<file path="src/rtl/switch_cfg_tx.sv">
// Configuration-packet transmitter: serializes one LUT/dateline write into a
// head+body flit pair, then waits for a tagged ack with timeout and bounded retry.
module switch_cfg_tx #(
  parameter int NUM_OUTPORTS = 4,
  parameter int TABLE_SIZE   = 32,
  parameter int TIMEOUT      = 64,
  parameter int MAX_RETRY    = 3
) (
  input  logic        clk,
  input  logic        rst,
  input  logic        req_valid,
  output logic        req_ready,
  input  logic        req_kind,
  input  logic [4:0]  req_dest,
  input  logic [7:0]  req_index,
  input  logic [15:0] req_data,
  output logic        flit_valid,
  input  logic        flit_ready,
  output logic [31:0] flit_data,
  output logic        flit_last,
  input  logic        ack_valid,
  input  logic [7:0]  ack_seq,
  input  logic        ack_ok,
  output logic        done,
  output logic        err,
  output logic        busy
);

  localparam int TO_W = $clog2(TIMEOUT);
  localparam int RT_W = (MAX_RETRY > 0) ? $clog2(MAX_RETRY + 1) : 1;
  localparam logic [15:0] DL_MASK  = 16'((32'd1 << NUM_OUTPORTS) - 32'd1);
  localparam logic [TO_W-1:0] TO_LAST = TO_W'(TIMEOUT - 1);
  localparam logic [RT_W-1:0] RT_MAX  = RT_W'(MAX_RETRY);

  typedef enum logic [1:0] {S_IDLE, S_HEAD, S_BODY, S_WAIT} state_t;

  state_t          state_q;
  logic            kind_q;
  logic [4:0]      dest_q;
  logic [7:0]      idx_q;
  logic [15:0]     data_q;
  logic [7:0]      seq_q;
  logic [7:0]      seq_ctr_q;
  logic [RT_W-1:0] retry_q;
  logic [TO_W-1:0] to_q;
  logic            flit_valid_q;
  logic            flit_last_q;
  logic [31:0]     flit_data_q;
  logic            done_q;
  logic            err_q;

  function automatic logic [31:0] head_flit(input logic [4:0] d, input logic k,
                                            input logic [7:0] i, input logic [7:0] s);
    return {2'b01, d, k, i, s, 8'h00};
  endfunction

  function automatic logic [31:0] body_flit(input logic [15:0] dat);
    return {2'b10, 14'b0, dat};
  endfunction

  // Request fields normalized at capture so retransmits reuse them verbatim.
  logic [7:0]  idx_d;
  logic [15:0] data_d;
  logic        idx_bad;
  logic        ack_match;

  always_comb begin
    idx_d     = req_kind ? 8'h00 : req_index;
    data_d    = req_kind ? (req_data & DL_MASK) : req_data;
    idx_bad   = !req_kind && ({24'd0, req_index} >= 32'(TABLE_SIZE));
    ack_match = ack_valid && (ack_seq == seq_q);
  end

  always_ff @(posedge clk or posedge rst) begin
    if (rst) begin
      state_q      <= S_IDLE;
      kind_q       <= 1'b0;
      dest_q       <= '0;
      idx_q        <= '0;
      data_q       <= '0;
      seq_q        <= '0;
      seq_ctr_q    <= '0;
      retry_q      <= '0;
      to_q         <= '0;
      flit_valid_q <= 1'b0;
      flit_last_q  <= 1'b0;
      flit_data_q  <= '0;
      done_q       <= 1'b0;
      err_q        <= 1'b0;
    end else begin
      done_q <= 1'b0;
      err_q  <= 1'b0;
      unique case (state_q)
        S_IDLE: begin
          if (req_valid) begin
            kind_q <= req_kind;
            dest_q <= req_dest;
            idx_q  <= idx_d;
            data_q <= data_d;
            if (idx_bad) begin
              err_q <= 1'b1;
            end else begin
              seq_q        <= seq_ctr_q;
              seq_ctr_q    <= seq_ctr_q + 8'd1;
              retry_q      <= '0;
              state_q      <= S_HEAD;
              flit_valid_q <= 1'b1;
              flit_last_q  <= 1'b0;
              flit_data_q  <= head_flit(req_dest, req_kind, idx_d, seq_ctr_q);
            end
          end
        end
        S_HEAD: begin
          if (flit_ready) begin
            state_q     <= S_BODY;
            flit_last_q <= 1'b1;
            flit_data_q <= body_flit(data_q);
          end
        end
        S_BODY: begin
          if (flit_ready) begin
            state_q      <= S_WAIT;
            flit_valid_q <= 1'b0;
            flit_last_q  <= 1'b0;
            flit_data_q  <= '0;
            to_q         <= '0;
          end
        end
        S_WAIT: begin
          // A matching ack wins over a simultaneous timeout expiry.
          if (ack_match && ack_ok) begin
            done_q  <= 1'b1;
            state_q <= S_IDLE;
          end else if (ack_match || to_q == TO_LAST) begin
            if (retry_q < RT_MAX) begin
              retry_q      <= retry_q + 1'b1;
              state_q      <= S_HEAD;
              flit_valid_q <= 1'b1;
              flit_last_q  <= 1'b0;
              flit_data_q  <= head_flit(dest_q, kind_q, idx_q, seq_q);
            end else begin
              err_q   <= 1'b1;
              state_q <= S_IDLE;
            end
          end else begin
            to_q <= to_q + 1'b1;
          end
        end
        default: state_q <= S_IDLE;
      endcase
    end
  end

  assign req_ready  = (state_q == S_IDLE);
  assign busy       = (state_q != S_IDLE);
  assign flit_valid = flit_valid_q;
  assign flit_last  = flit_last_q;
  assign flit_data  = flit_data_q;
  assign done       = done_q;
  assign err        = err_q;

endmodule

</file>
<file path="config.mk">
export PLATFORM = sky130hd
export DESIGN_NAME = switch_cfg_tx
export DESIGN_NICKNAME = d
export VERILOG_FILES = /design/src/rtl/switch_cfg_tx.sv
export SDC_FILE = /design/constraint.sdc
export NUM_CORES = 1
export LEC_CHECK = 0
export CORE_MARGIN = 4
export CORE_UTILIZATION = 40
export CTS_CLUSTER_SIZE = 25
export DETAILED_ROUTE_END_ITERATION = 16
export PLACE_DENSITY = 0.69
export SYNTH_ARGS = -nofsm -noshare
export SYNTH_HDL_FRONTEND = slang
export SYNTH_SLANG_ARGS = --single-unit
</file>
<file path="constraint.sdc">
create_clock -name clk -period 3.4 [get_ports clk]
set_input_delay 0.68 -clock clk [delete_from_list [all_inputs] [get_ports clk]]
set_output_delay 0.68 -clock clk [all_outputs]
set_load 0.005 [all_outputs]
</file>
==> results.toml, run 1 <==
[floorplan]
die_h_um = 111
core_area_um2 = 10300
start_util_pct = 41.0
dieArea_um2 = 12200
rows = 37
chipWidth_um = 111
pin_count = 82

[cts]
clk_latency_ps = 350
max-clock-path-buffers = 2
cts_hold_buf = 0
cts.clk_slew.worst_paths_ps = 90
post_cts_resized = 0
cts_tree = "done"
htreeDepth = 3
cts_made_buffers = 9
cts_setup_buffers = 0
cts_sinks = 91
root_buffer = "clkbuf_8"

[global_routing]
antenna_found_initial = 0
gr-usage-all-layers_pct = 16.5
grt_pass1_wl_mm = 16.9
overflow = 0
grt_pass1_vias = 3440
grt_max_degree = 54

[timing]
finalMaxSlewViolations = 0
post-route-min-period_ps = 2800
skew_ps = 8.27
final-setup-viol-count = 0
hold_violations = 0
rsz0062_at_grt = "no"
setup-tns-final_ps = 0
period_share_pct = 82.4
fmax_ghz = 0.357
worstMarginPinSlew_ps = 895
slew_headroom_pct = 40.3

[pwr]
power_per_cell_area_nw_per_um2 = 842
p_comb_share_pct = 42.5
p_sw_share_pct = 35.8
power.total_mw = 4.55
p_sw_mw = 1.63
intPower_mw = 2.92
ir_drop_mv = 0.469
leakagePower_nw = 2.42
seqPwrFrac_pct = 38.4
p_clk_share_pct = 19.1

[worst_setup_path]
end_kind = "flop"
startpoint_type = "primary input"
arrival_ps = 3040
worstSetupPathType = "primary input to flop"
cp.required_ps = 3630
critPathMaxFanout = 26

[synth]
yosysUniqueCellTypes = 49
async_flop_share_pct = 100
synth_area_leader_cell = "dfrtp_1"
ys_seq_area_share_pct = 54.0
avgSynthCellArea_um2 = 10.1
synth_top_cell_area_share_pct = 54.0
syn-instance-count = 418
ys_dominant_reg_cell = "dfrtp_1"
syn_nets = 469
synth_seq_cells = 91
synth.area.top_cells = "dfrtp_1, nand2_1, o21ai_0"
yosys_warnings = 0
synthesis.area_um2 = 4220
synth-edff-count = 0

[worst_hold_path]
hold_path.class = "flop to flop"

[final_layout]
area_delta_synth_final_pct = 28.1
final_area_um2 = 5400
final_cell_mix = "dfrtp_1, nand2_1, clkdlybuf4s50_1"
mostFrequentLayoutCell = "dfrtp_1"
fin_nets = 545
drive_gt1_share_pct = 9.42
diodes = 0

[routing]
drt.antenna.violating_nets = 0
drt_wl_total_mm = 10.1
firstDrtPassIters = 4
drt_iter0_drc = 168
wl_per_cell_um = 15.9
remaining_drc_errors = 0
vias = 3355
via_per_inst = 5.28

[status]
outcome = "completed"

[run]
maxCapViolations = 0

[placement]
hpwlAfterDp_mm = 7.13
place_congestion = 0.808
dpl_cell_area_um2 = 5160
portBuffers = 81
## cells in the mapped netlist, drive strengths merged (2+ instances only)
cell type and count:
dfrtp 91, nand2 84, o21ai 47, a21oi 25
mux2 17, clkbuf 16, inv 12, nor2 12
nand3 10, a22o 9, xor2 9, a221o 8
xnor2 8, and3 7, buf 7, ha 7
a221oi 6, and2 6, nand4 5, nand2b 4
nor3 3, a21o 2, a31oi 2, nand3b 2
o211ai 2, or4 2
## final timing paths
check                                                  to  slack, ps                   start  cells after the start
max in group asynchronous             to_q[2]$_DFFE_PP0P_       1960                     rst                      3
worst max register to register  flit_data[10]$_DFFE_PP0P_        730  state_q[1]$_DFFE_PP0P_                      7
worst max-delay path            flit_data[10]$_DFFE_PP0P_        600              ack_seq[6]                      7
min in group asynchronous           data_q[5]$_DFFE_PP0P_        740                     rst                      2
worst min-delay path                data_q[7]$_DFFE_PP0P_        490   data_q[7]$_DFFE_PP0P_                      2
worst min register to register      data_q[7]$_DFFE_PP0P_        490   data_q[7]$_DFFE_PP0P_                      2
## power groups by stage
| stage | Combinational [mW] | Clock, mW | Sequential, mW |
|---|---|---|---|
| after floorplan | 1.19 | 0 | 1.71 |
| after global placement | 1.88 | 0 | 1.75 |
| after detailed placement | 1.95 | 0 | 1.76 |
| after CTS | 1.95 | 0.885 | 1.75 |
| after global routing | 2.14 | 0.923 | 1.79 |
| final | 1.93 | 0.870 | 1.75 |
## per-stage QoR
step | worst slack [ps] | util (%) | hold slack (ps) | instances
6_report | 597 | 52.6 | 486 | 635
2_1_floorplan | 356 | - | 450 | 418
5_1_grt | 490 | 52.6 | 513 | 635
3_5_place_dp | 228 | 50.2 | 473 | 619
4_1_cts | 595 | 52.6 | 492 | 635
3_3_place_gp | 278 | 50.2 | 462 | 619
## worst max-delay path: stages
cell	delay (ps)
clkdlybuf4s50_1	410
xor2_1	170
nor4_4	430
a31o_2	240
a21o_1	710
buf_4	290
o21ai_0	100
## metal layers
metal,global-route usage (%),vias to the layer above,part of all wire (%)
met5,0,-,0
met4,5.42,0,1.5
met3,4.75,15,6.9
met2,26.4,98,46
met1,21.7,1618,45
li1,-,1624,-
## state kept, by name (all words and copies together), names as in the netlist
name,flops
flit_data,32
data_q,16
idx_q,8
seq_ctr_q,8
seq_q,8
to_q,6
dest_q,5
retry_q,2
state_q,2
done,1
err,1
flit_valid,1
kind_q,1
## kinds of logic after synthesis
family / share of synthesized area [%]
DFF: 54.0
and+or+nand+nor: 15.4
adders and majority gates: 2.08
xor gates and xnor gates: 3.53
muxes: 4.63
AOI/OAI and AO/OA: 16.9
buffers and inverters: 3.47
## layout make-up
cell class	count	area [um2]
multi-input combinational	292	1790
inverter	12	46.3
tap	136	170
timing repair buffer	88	876
sequential	91	2280
fill	942	4880
clock buffer	10	128
clock inverter	6	111
Power figures use the tool's default switching activity.
==> run 2: changes to the inputs <==
- clock period: 3.4 -> 2.8 ns (I/O delays scaled with it)
==> run 2 against run 1 <==
Clock power up 26%. Count of clock-buffer cells in the layout stayed put. Setup slack lost 320 ps. Power grew 25%. Largest cell class unchanged.
==> results.toml, run 2 (synthesized netlist as in run 1, its figures left out) <==
[pwr]
power_per_cell_area_nw_per_um2 = 1030
power.total_mw = 5.67
leakagePower_nw = 2.46
ir_drop_mv = 0.479

[routing]
drt_wl_total_mm = 10.1
firstDrtPassIters = 4
vias = 3360
drt_iter0_drc = 142
wl_per_cell_um = 15.7
via_per_inst = 5.23
remaining_drc_errors = 0
drt.antenna.violating_nets = 0

[timing]
period_share_pct = 90.0
post-route-min-period_ps = 2520
worstMarginPinSlew_ps = 912
rsz0062_at_grt = "no"
skew_ps = 13.4
slew_headroom_pct = 39.1
hold_violations = 0
finalMaxSlewViolations = 0
setup_slack_ps = 280
final-setup-viol-count = 0
fmax_ghz = 0.397

[worst_setup_path]
rr_worst_depth = 6
critPathMaxFanout = 11
startpoint_type = "flop"
rr_startpoint = "seq_q[6]$_DFFE_PP0P_"
timing.rr.end = "flit_data[19]$_DFFE_PP0P_"
cp.required_ps = 2240
rrSetupSlack_ps = 530
worstSetupPathType = "flop to output pin"
end_kind = "output pin"
arrival_ps = 1960

[final_layout]
area_delta_synth_final_pct = 30.2
diodes = 0
seqCellArea_um2 = 2280
final_cell_mix = "dfrtp_1, nand2_1, clkdlybuf4s50_1"
mostFrequentLayoutCell = "dfrtp_1"
multi_input_area_um2 = 1790
drive_gt1_share_pct = 10.7
post-route-util_pct = 53.4
fillCellCount = 951
final_cells = 642
largest_register_ffs = 32
fin_nets = 552

[global_routing]
overflow = 0
gr-usage-all-layers_pct = 16.8
grt_max_degree = 92
antenna_found_initial = 0
grt_pass1_wl_mm = 16.9
grt_pass1_vias = 3391

[cts]
max-clock-path-buffers = 2
post_cts_resized = 0
htreeDepth = 3
root_buffer = "clkbuf_8"
clk_latency_ps = 370
cts_hold_buf = 0
cts_sinks = 91
cts_tree = "done"
cts.clk_slew.worst_paths_ps = 90
cts_setup_buffers = 0
cts_made_buffers = 9

[floorplan]
rows = 37
die_h_um = 111
chipWidth_um = 111
core_area_um2 = 10300
dieArea_um2 = 12200
start_util_pct = 41.0
pin_count = 82

[placement]
placedCellCount = 626
place_congestion = 0.815
pre_cts_ws_ps = -24.5
portBuffers = 81
hpwlAfterDp_mm = 6.99

[worst_hold_path]
hold_path.class = "flop to flop"
hold_path_depth = 2
hold_path_end = "idx_q[3]$_DFFE_PP0P_"
hold_start = "idx_q[3]$_DFFE_PP0P_"

[status]
outcome = "completed"

[run]
maxCapViolations = 0
## run 2: cell count changes in the layout (fill, tap and decap cells not counted), sizes merged
cell | before | now
inv | 12 | 14
clkinv | 2 | 0
buf | 7 | 14
## run 2: final cells by class
cell class                 count  area share [%]
clock buffer                  10            2.33
clock inverter                 6            2.17
tap                          136            3.10
timing repair buffer          95            17.4
sequential                    91            41.5
inverter                      12           0.889
multi-input combinational    292            32.7
## run 2: critical path: stages, from the launching register on
cell	delay (ps)
dfrtp_1	410
inv_1	110
ha_1	270
inv_1	100
buf_4	190
clkdlybuf4s50_1	520
## run 2: worst max-delay path by stage
| stage | start | to | slack [ps] | cells after the start |
|---|---|---|---|---|
| 2_1_floorplan | ack_seq[6] | retry_q[0]$_DFFE_PP0P_ | 600 | 6 |
| 3_3_place_gp | ack_seq[6] | flit_data[18]$_DFFE_PP0P_ | 40 | 7 |
| 6_report | state_q[0]$_DFFE_PP0P_ | busy | 280 | 5 |
| 5_1_grt | state_q[0]$_DFFE_PP0P_ | busy | 190 | 5 |
| 3_5_place_dp | ack_seq[6] | flit_data[16]$_DFFE_PP0P_ | -20 | 7 |
| 4_1_cts | state_q[0]$_DFFE_PP0P_ | busy | 260 | 5 |
## run 2: where the power goes
group	switching, mW	total, mW	leakage [nW]	internal, mW
registers	0.324	2.12	1.18	1.80
clock network	0.489	1.10	0.123	0.606
logic	1.20	2.45	1.16	1.25
## run 2: per-layer routing
| metal | routed length, um | global-route usage, % |
|---|---|---|
| met1 | 4880 | 23.0 |
| met2 | 4460 | 25.2 |
| met3 | 616 | 4.97 |
| met4 | 149 | 6.40 |
| met5 | 0 | 0 |
## run 2: stage by stage
| stage | hold WS (ps) | cell area, um2 | TNS [ps] |
|---|---|---|---|
| final | 488 | 5490 | 0 |
| after global routing | 520 | 5490 | 0 |
| after floorplan | 450 | 4220 | 0 |
| after CTS | 491 | 5490 | 0 |
| after global placement | 462 | 5240 | 0 |
| after detailed placement | 471 | 5240 | -86.7 |
==> run 3: changes to the inputs <==
- SLEW_MARGIN: not set -> 20
==> results of run 3 <==
Final layout, timing and power as in run 2 (identical DEF).
